<file path="src/rtl/ysyx_23060191_ifid_pkg.sv">
// Shared IF/ID definitions: datapath width and the buffer occupancy encoding.
// Latency: none (constants and types only).
// Backpressure: not applicable.
package ysyx_23060191_ifid_pkg;

    // Width of the PC and instruction words across the core.
    localparam int CPU_WIDTH = 32;

    // Occupancy of the two-entry IF/ID buffer.
    typedef enum logic [1:0] {
        EMPTY = 2'd0,
        ONE   = 2'd1,
        FULL  = 2'd2
    } ifid_state_e;

endpackage

</file>
<file path="src/rtl/ysyx_23060191_ifid.sv">
// Two-entry elastic IF/ID register; ports: fetch side (i_if_valid/o_if_ready, i_pc, i_inst),
// decode side (o_id_valid/i_id_ready, o_pc, o_inst), i_flush redirect, o_fire_cnt handshake count.
// Latency: 1 cycle from enqueue to decode visibility, no bypass. Backpressure: o_if_ready is
// registered from the next occupancy, so decode stalls never reach fetch combinationally.
module ysyx_23060191_ifid #(
    parameter int CPU_WIDTH = ysyx_23060191_ifid_pkg::CPU_WIDTH
) (
    input  logic                 clk,
    input  logic                 rstn,
    input  logic                 i_if_valid,
    output logic                 o_if_ready,
    input  logic [CPU_WIDTH-1:0] i_pc,
    input  logic [CPU_WIDTH-1:0] i_inst,
    input  logic                 i_flush,
    output logic                 o_id_valid,
    input  logic                 i_id_ready,
    output logic [CPU_WIDTH-1:0] o_pc,
    output logic [CPU_WIDTH-1:0] o_inst,
    output logic [31:0]          o_fire_cnt
);
    import ysyx_23060191_ifid_pkg::*;

    ifid_state_e          state_q;
    ifid_state_e          state_d;
    logic                 head_q;
    logic                 tail_q;
    logic                 if_ready_q;
    logic [31:0]          fire_cnt_q;
    logic [CPU_WIDTH-1:0] slot_pc   [2];
    logic [CPU_WIDTH-1:0] slot_inst [2];

    logic enq;
    logic deq;

    // Flush masks both handshakes so a redirect cycle neither accepts nor retires a pair.
    assign enq        = i_if_valid & if_ready_q & ~i_flush;
    assign o_id_valid = (state_q != EMPTY) & ~i_flush;
    assign deq        = o_id_valid & i_id_ready;

    assign o_if_ready = if_ready_q;
    assign o_pc       = slot_pc[head_q];
    assign o_inst     = slot_inst[head_q];
    assign o_fire_cnt = fire_cnt_q;

    always_comb begin
        state_d = state_q;
        unique case (state_q)
            EMPTY: if (enq) state_d = ONE;
            ONE: begin
                if (enq & ~deq)      state_d = FULL;
                else if (~enq & deq) state_d = EMPTY;
            end
            FULL:    if (deq) state_d = ONE;
            default: state_d = EMPTY;
        endcase
        if (i_flush) begin
            state_d = EMPTY;
        end
    end

    always_ff @(posedge clk) begin
        if (!rstn) begin
            state_q    <= EMPTY;
            head_q     <= 1'b0;
            tail_q     <= 1'b0;
            if_ready_q <= 1'b0;
            fire_cnt_q <= 32'd0;
            for (int i = 0; i < 2; i++) begin
                slot_pc[i]   <= '0;
                slot_inst[i] <= '0;
            end
        end else begin
            state_q    <= state_d;
            // Ready looks one cycle ahead: it reflects the occupancy we are about to enter.
            if_ready_q <= (state_d != FULL);
            if (i_flush) begin
                head_q <= 1'b0;
                tail_q <= 1'b0;
            end else begin
                // Writes only ever land in the tail slot, so the head stays stable under stall.
                if (enq) begin
                    slot_pc[tail_q]   <= i_pc;
                    slot_inst[tail_q] <= i_inst;
                    tail_q            <= ~tail_q;
                end
                if (deq) begin
                    head_q <= ~head_q;
                end
            end
            // deq is already suppressed under flush; the count survives redirects.
            if (deq) begin
                fire_cnt_q <= fire_cnt_q + 32'd1;
            end
        end
    end

endmodule

</file>
<file path="config.mk">
export PLATFORM = sky130hd
export DESIGN_NAME = ysyx_23060191_ifid
export DESIGN_NICKNAME = d
export VERILOG_FILES = /design/src/rtl/ysyx_23060191_ifid_pkg.sv /design/src/rtl/ysyx_23060191_ifid.sv
export SDC_FILE = /design/constraint.sdc
export NUM_CORES = 1
export LEC_CHECK = 0
export BUFFER_PORTS_ARGS = -buffer_cell sky130_fd_sc_hd__buf_4
export CAP_MARGIN = 20
export CELL_PAD_IN_SITES_DETAIL_PLACEMENT = 1
export CELL_PAD_IN_SITES_GLOBAL_PLACEMENT = 1
export CORE_MARGIN = 1.5
export CORE_UTILIZATION = 46
export CTS_CLUSTER_SIZE = 24
export DETAILED_ROUTE_END_ITERATION = 10
export PLACE_DENSITY = 0.88
export SYNTH_ARGS = -nofsm -noshare
export SYNTH_HDL_FRONTEND = slang
export SYNTH_SLANG_ARGS = --single-unit
export TNS_END_PERCENT = 20
</file>
<file path="constraint.sdc">
create_clock -name clk -period 15.43 [get_ports clk]
set_input_delay 2.3145 -clock clk [delete_from_list [all_inputs] [get_ports clk]]
set_output_delay 2.3145 -clock clk [all_outputs]
set_load 0.02 [all_outputs]
</file>
==> results.yml <==
floorplanning:
  io_pins: 167
  fp.dieH_um: 129
  die_x_um: 129
  core_area_um2: 15300
  dieArea_um2: 16600
  std_cell_rows: 45
  initial_core_util_pct: 47.5
pwr:
  p_per_area_nw_per_um2: 106
  p_leak_nw: 3.67
  ir_drop_uv: 73.9
timing:
  finClkSkew_ps: 5.38
  finalSetupTns_ps: 0
  fmax_mhz: 188
  setup_viol: 0
  min_period_ps: 5330
  tightest_slew_ps: 945
  slew_headroom_pct: 37.0
  fin_crit_sh_pct: 34.5
  grt_setup_unrepaired: "no"
  hold_violations: 0
  maxSlewViolCount: 0
  hold_ws_ps: 476
synthesis:
  synth.distinct_cells: 31
  ys_seq_area_share_pct: 63.3
  syn_area_per_cell_um2: 13.0
  ys_ff_latch: 166
  syn_area_um2: 7270
  syn-num-nets: 628
  syn_inst: 558
  synth.yosys.warnings: 0
setup_path:
  crit_arrival_ps: 3010
  path_max_fanout: 12
  critPathLaunchType: "input pin"
  critPathRequiredTime_ps: 13120
  path_buf_inv: 2
  crit_path_end_kind: "primary output"
  crit_chain: "buf_4 > o21ba_2 > buf_4"
  timing.critical_path.mode_cell: "buf_4"
  critPathSlowestCell: "o21ba_2"
  cpPeakStageDelay_ps: 380
  crit_type: "in -> out"
  path_delay_family: "compound AO/OA/AOI/OAI gates"
cells_and_area:
  drive_gt1_share_pct: 36.9
  area_growth_pct: 27.8
  fin_nets: 786
  n_fill_cell: 1542
  antenna_cells: 0
global_route:
  grt_pass1_wl_um: 28000
  grt_max_degree: 65
  grtUsageTotal_pct: 22.5
  antenna_found_initial: 0
  grt_pass1_vias: 5211
  grt-ovfl-total: 0
clock_network:
  clk_pin_slew_ps: 60
  tritoncts: "done"
  ctsHtreeMaxLevel: 4
  cts-root-buf: "clkbuf_16"
  post_cts_buffers: 0
  clockBufferDepth: 2
  hold_buffers: 0
  cts_sinks: 166
  cts_resized: 0
  cts_buffers: 17
  clk_latency_ps: 430
drt:
  viasPerCell: 5.25
  antenna_left: 0
  drc: 0
  wl_per_cell_um: 19.5
  drtIter0Drc: 353
  vias: 4935
  firstDrtPassIters: 4
  finalWirelength_um: 18400
worst_hold_path:
  hold_class: "reg -> reg"
place:
  dpl.hpwl_um: 11800
  gp_congestion: 0.759
  io_buffer_count: 166
flow_run:
  cap_viol_max_count: 0
run_status:
  status: "completed"
[state kept, by name (all words and copies together), names as in the netlist, named ones only]
register and flops:
state_q 2, tail_q 1, slot_pc 64, head_q 1, slot_inst 64, o_if_ready 1, o_fire_cnt 32
[metrics by stage]
step	area [µm²]	power (W)	setup slack (ps)	instances	utilization, %
final	9290	0.000983	10100	940	60.7
after global routing	9290	0.00101	10070	940	60.7
after CTS	9290	0.000991	10100	940	60.7
after detailed placement	8730	0.000585	10100	908	57.0
after global placement	8730	0.000580	10130	908	57.0
after floorplan	7270	0.000546	7630	558	-
[cells by family after synthesis]
family / synth area share (%)
AND/OR/NAND/NOR: 18.9
XOR/XNOR: 1.20
buffers and inverters: 2.03
adder cells (fa/ha/maj): 0.172
multiplexers: 11.4
AO/OA/AOI/OAI: 2.94
flip-flops: 63.3
[worst reg2reg max path, cell delays in order (launching register included)]
cell and delay, ps:
dfxtp_1 430, ha_1 210, and3_1 250, nand4_1 620, or4_1 730, a21oi_1 150
[per-layer routing]
metal  track usage (%)  up-vias  wire (µm)
met3              5.41       24       1060
met1              26.6     2461       7530
li1                  -     2317          -
met2              40.2      133       9440
met5                 0        -          0
met4              7.34        0        333
[layout by cell type (no fill, tap or decap), drive strengths merged, types with 12 or more instances in the layout]
cell      n
a21oi    15
and2    130
buf     170
clkbuf   18
dfxtp    38
edfxtp  128
mux2     64
nand2    24
nor2     13
o31ai    12
or4      13
[power by group]
part           switching, W  internal, W
clock network      0.000172     0.000236
registers        0.00000511     0.000497
logic             0.0000397    0.0000331
total              0.000217     0.000766
[cell type report]
cell class	instances	area [µm²]	share of cell area [%]
clock inverters	14	136	1.47
multi-input cells	353	2550	27.5
clock buffers	18	429	4.62
repair buffers	170	1280	13.7
flip-flops and latches	166	4610	49.6
inverters	8	30.0	0.323
well taps	211	264	2.84
[cell usage after synthesis]
cell type	n	area [µm²]
o21ba_2	1	10.0
dfxtp_1	38	761
xor2_1	9	78.8
o22a_1	1	8.76
mux2i_1	11	110
nor3_1	2	10.0
nand2_1	24	90.1
nand3_1	11	55.1
and2_1	130	813
nor2b_1	1	6.26
edfxtp_1	128	3840
nand2b_1	10	62.6
o21ai_0	3	15.0
nor4_1	9	56.3
xnor2_1	1	8.76
clkbuf_1	30	113
inv_1	8	30.0
or2_2	1	6.26
o31ai_1	12	90.1
mux2_2	64	721
nor2_1	13	48.8
a21oi_1	15	75.1
o21a_1	2	15.0
nand4_2	1	12.5
or3_1	4	25.0
nand4_1	8	50.1
buf_2	1	5.00
or4_1	13	97.6
and4_1	2	17.5
ha_1	1	12.5
and3_1	4	25.0
[path summary, 6_finish.rpt]
kind	from	end	slack (ps)	cells after the start
setup / recovery	i_flush	o_id_valid	10100	3
hold / removal	o_fire_cnt[31]	o_fire_cnt[31]	480	2
setup reg to reg	o_fire_cnt[0]	o_fire_cnt[26]	12950	5
hold reg to reg	o_fire_cnt[31]	o_fire_cnt[31]	480	2
(Power assumes the default switching activity.)
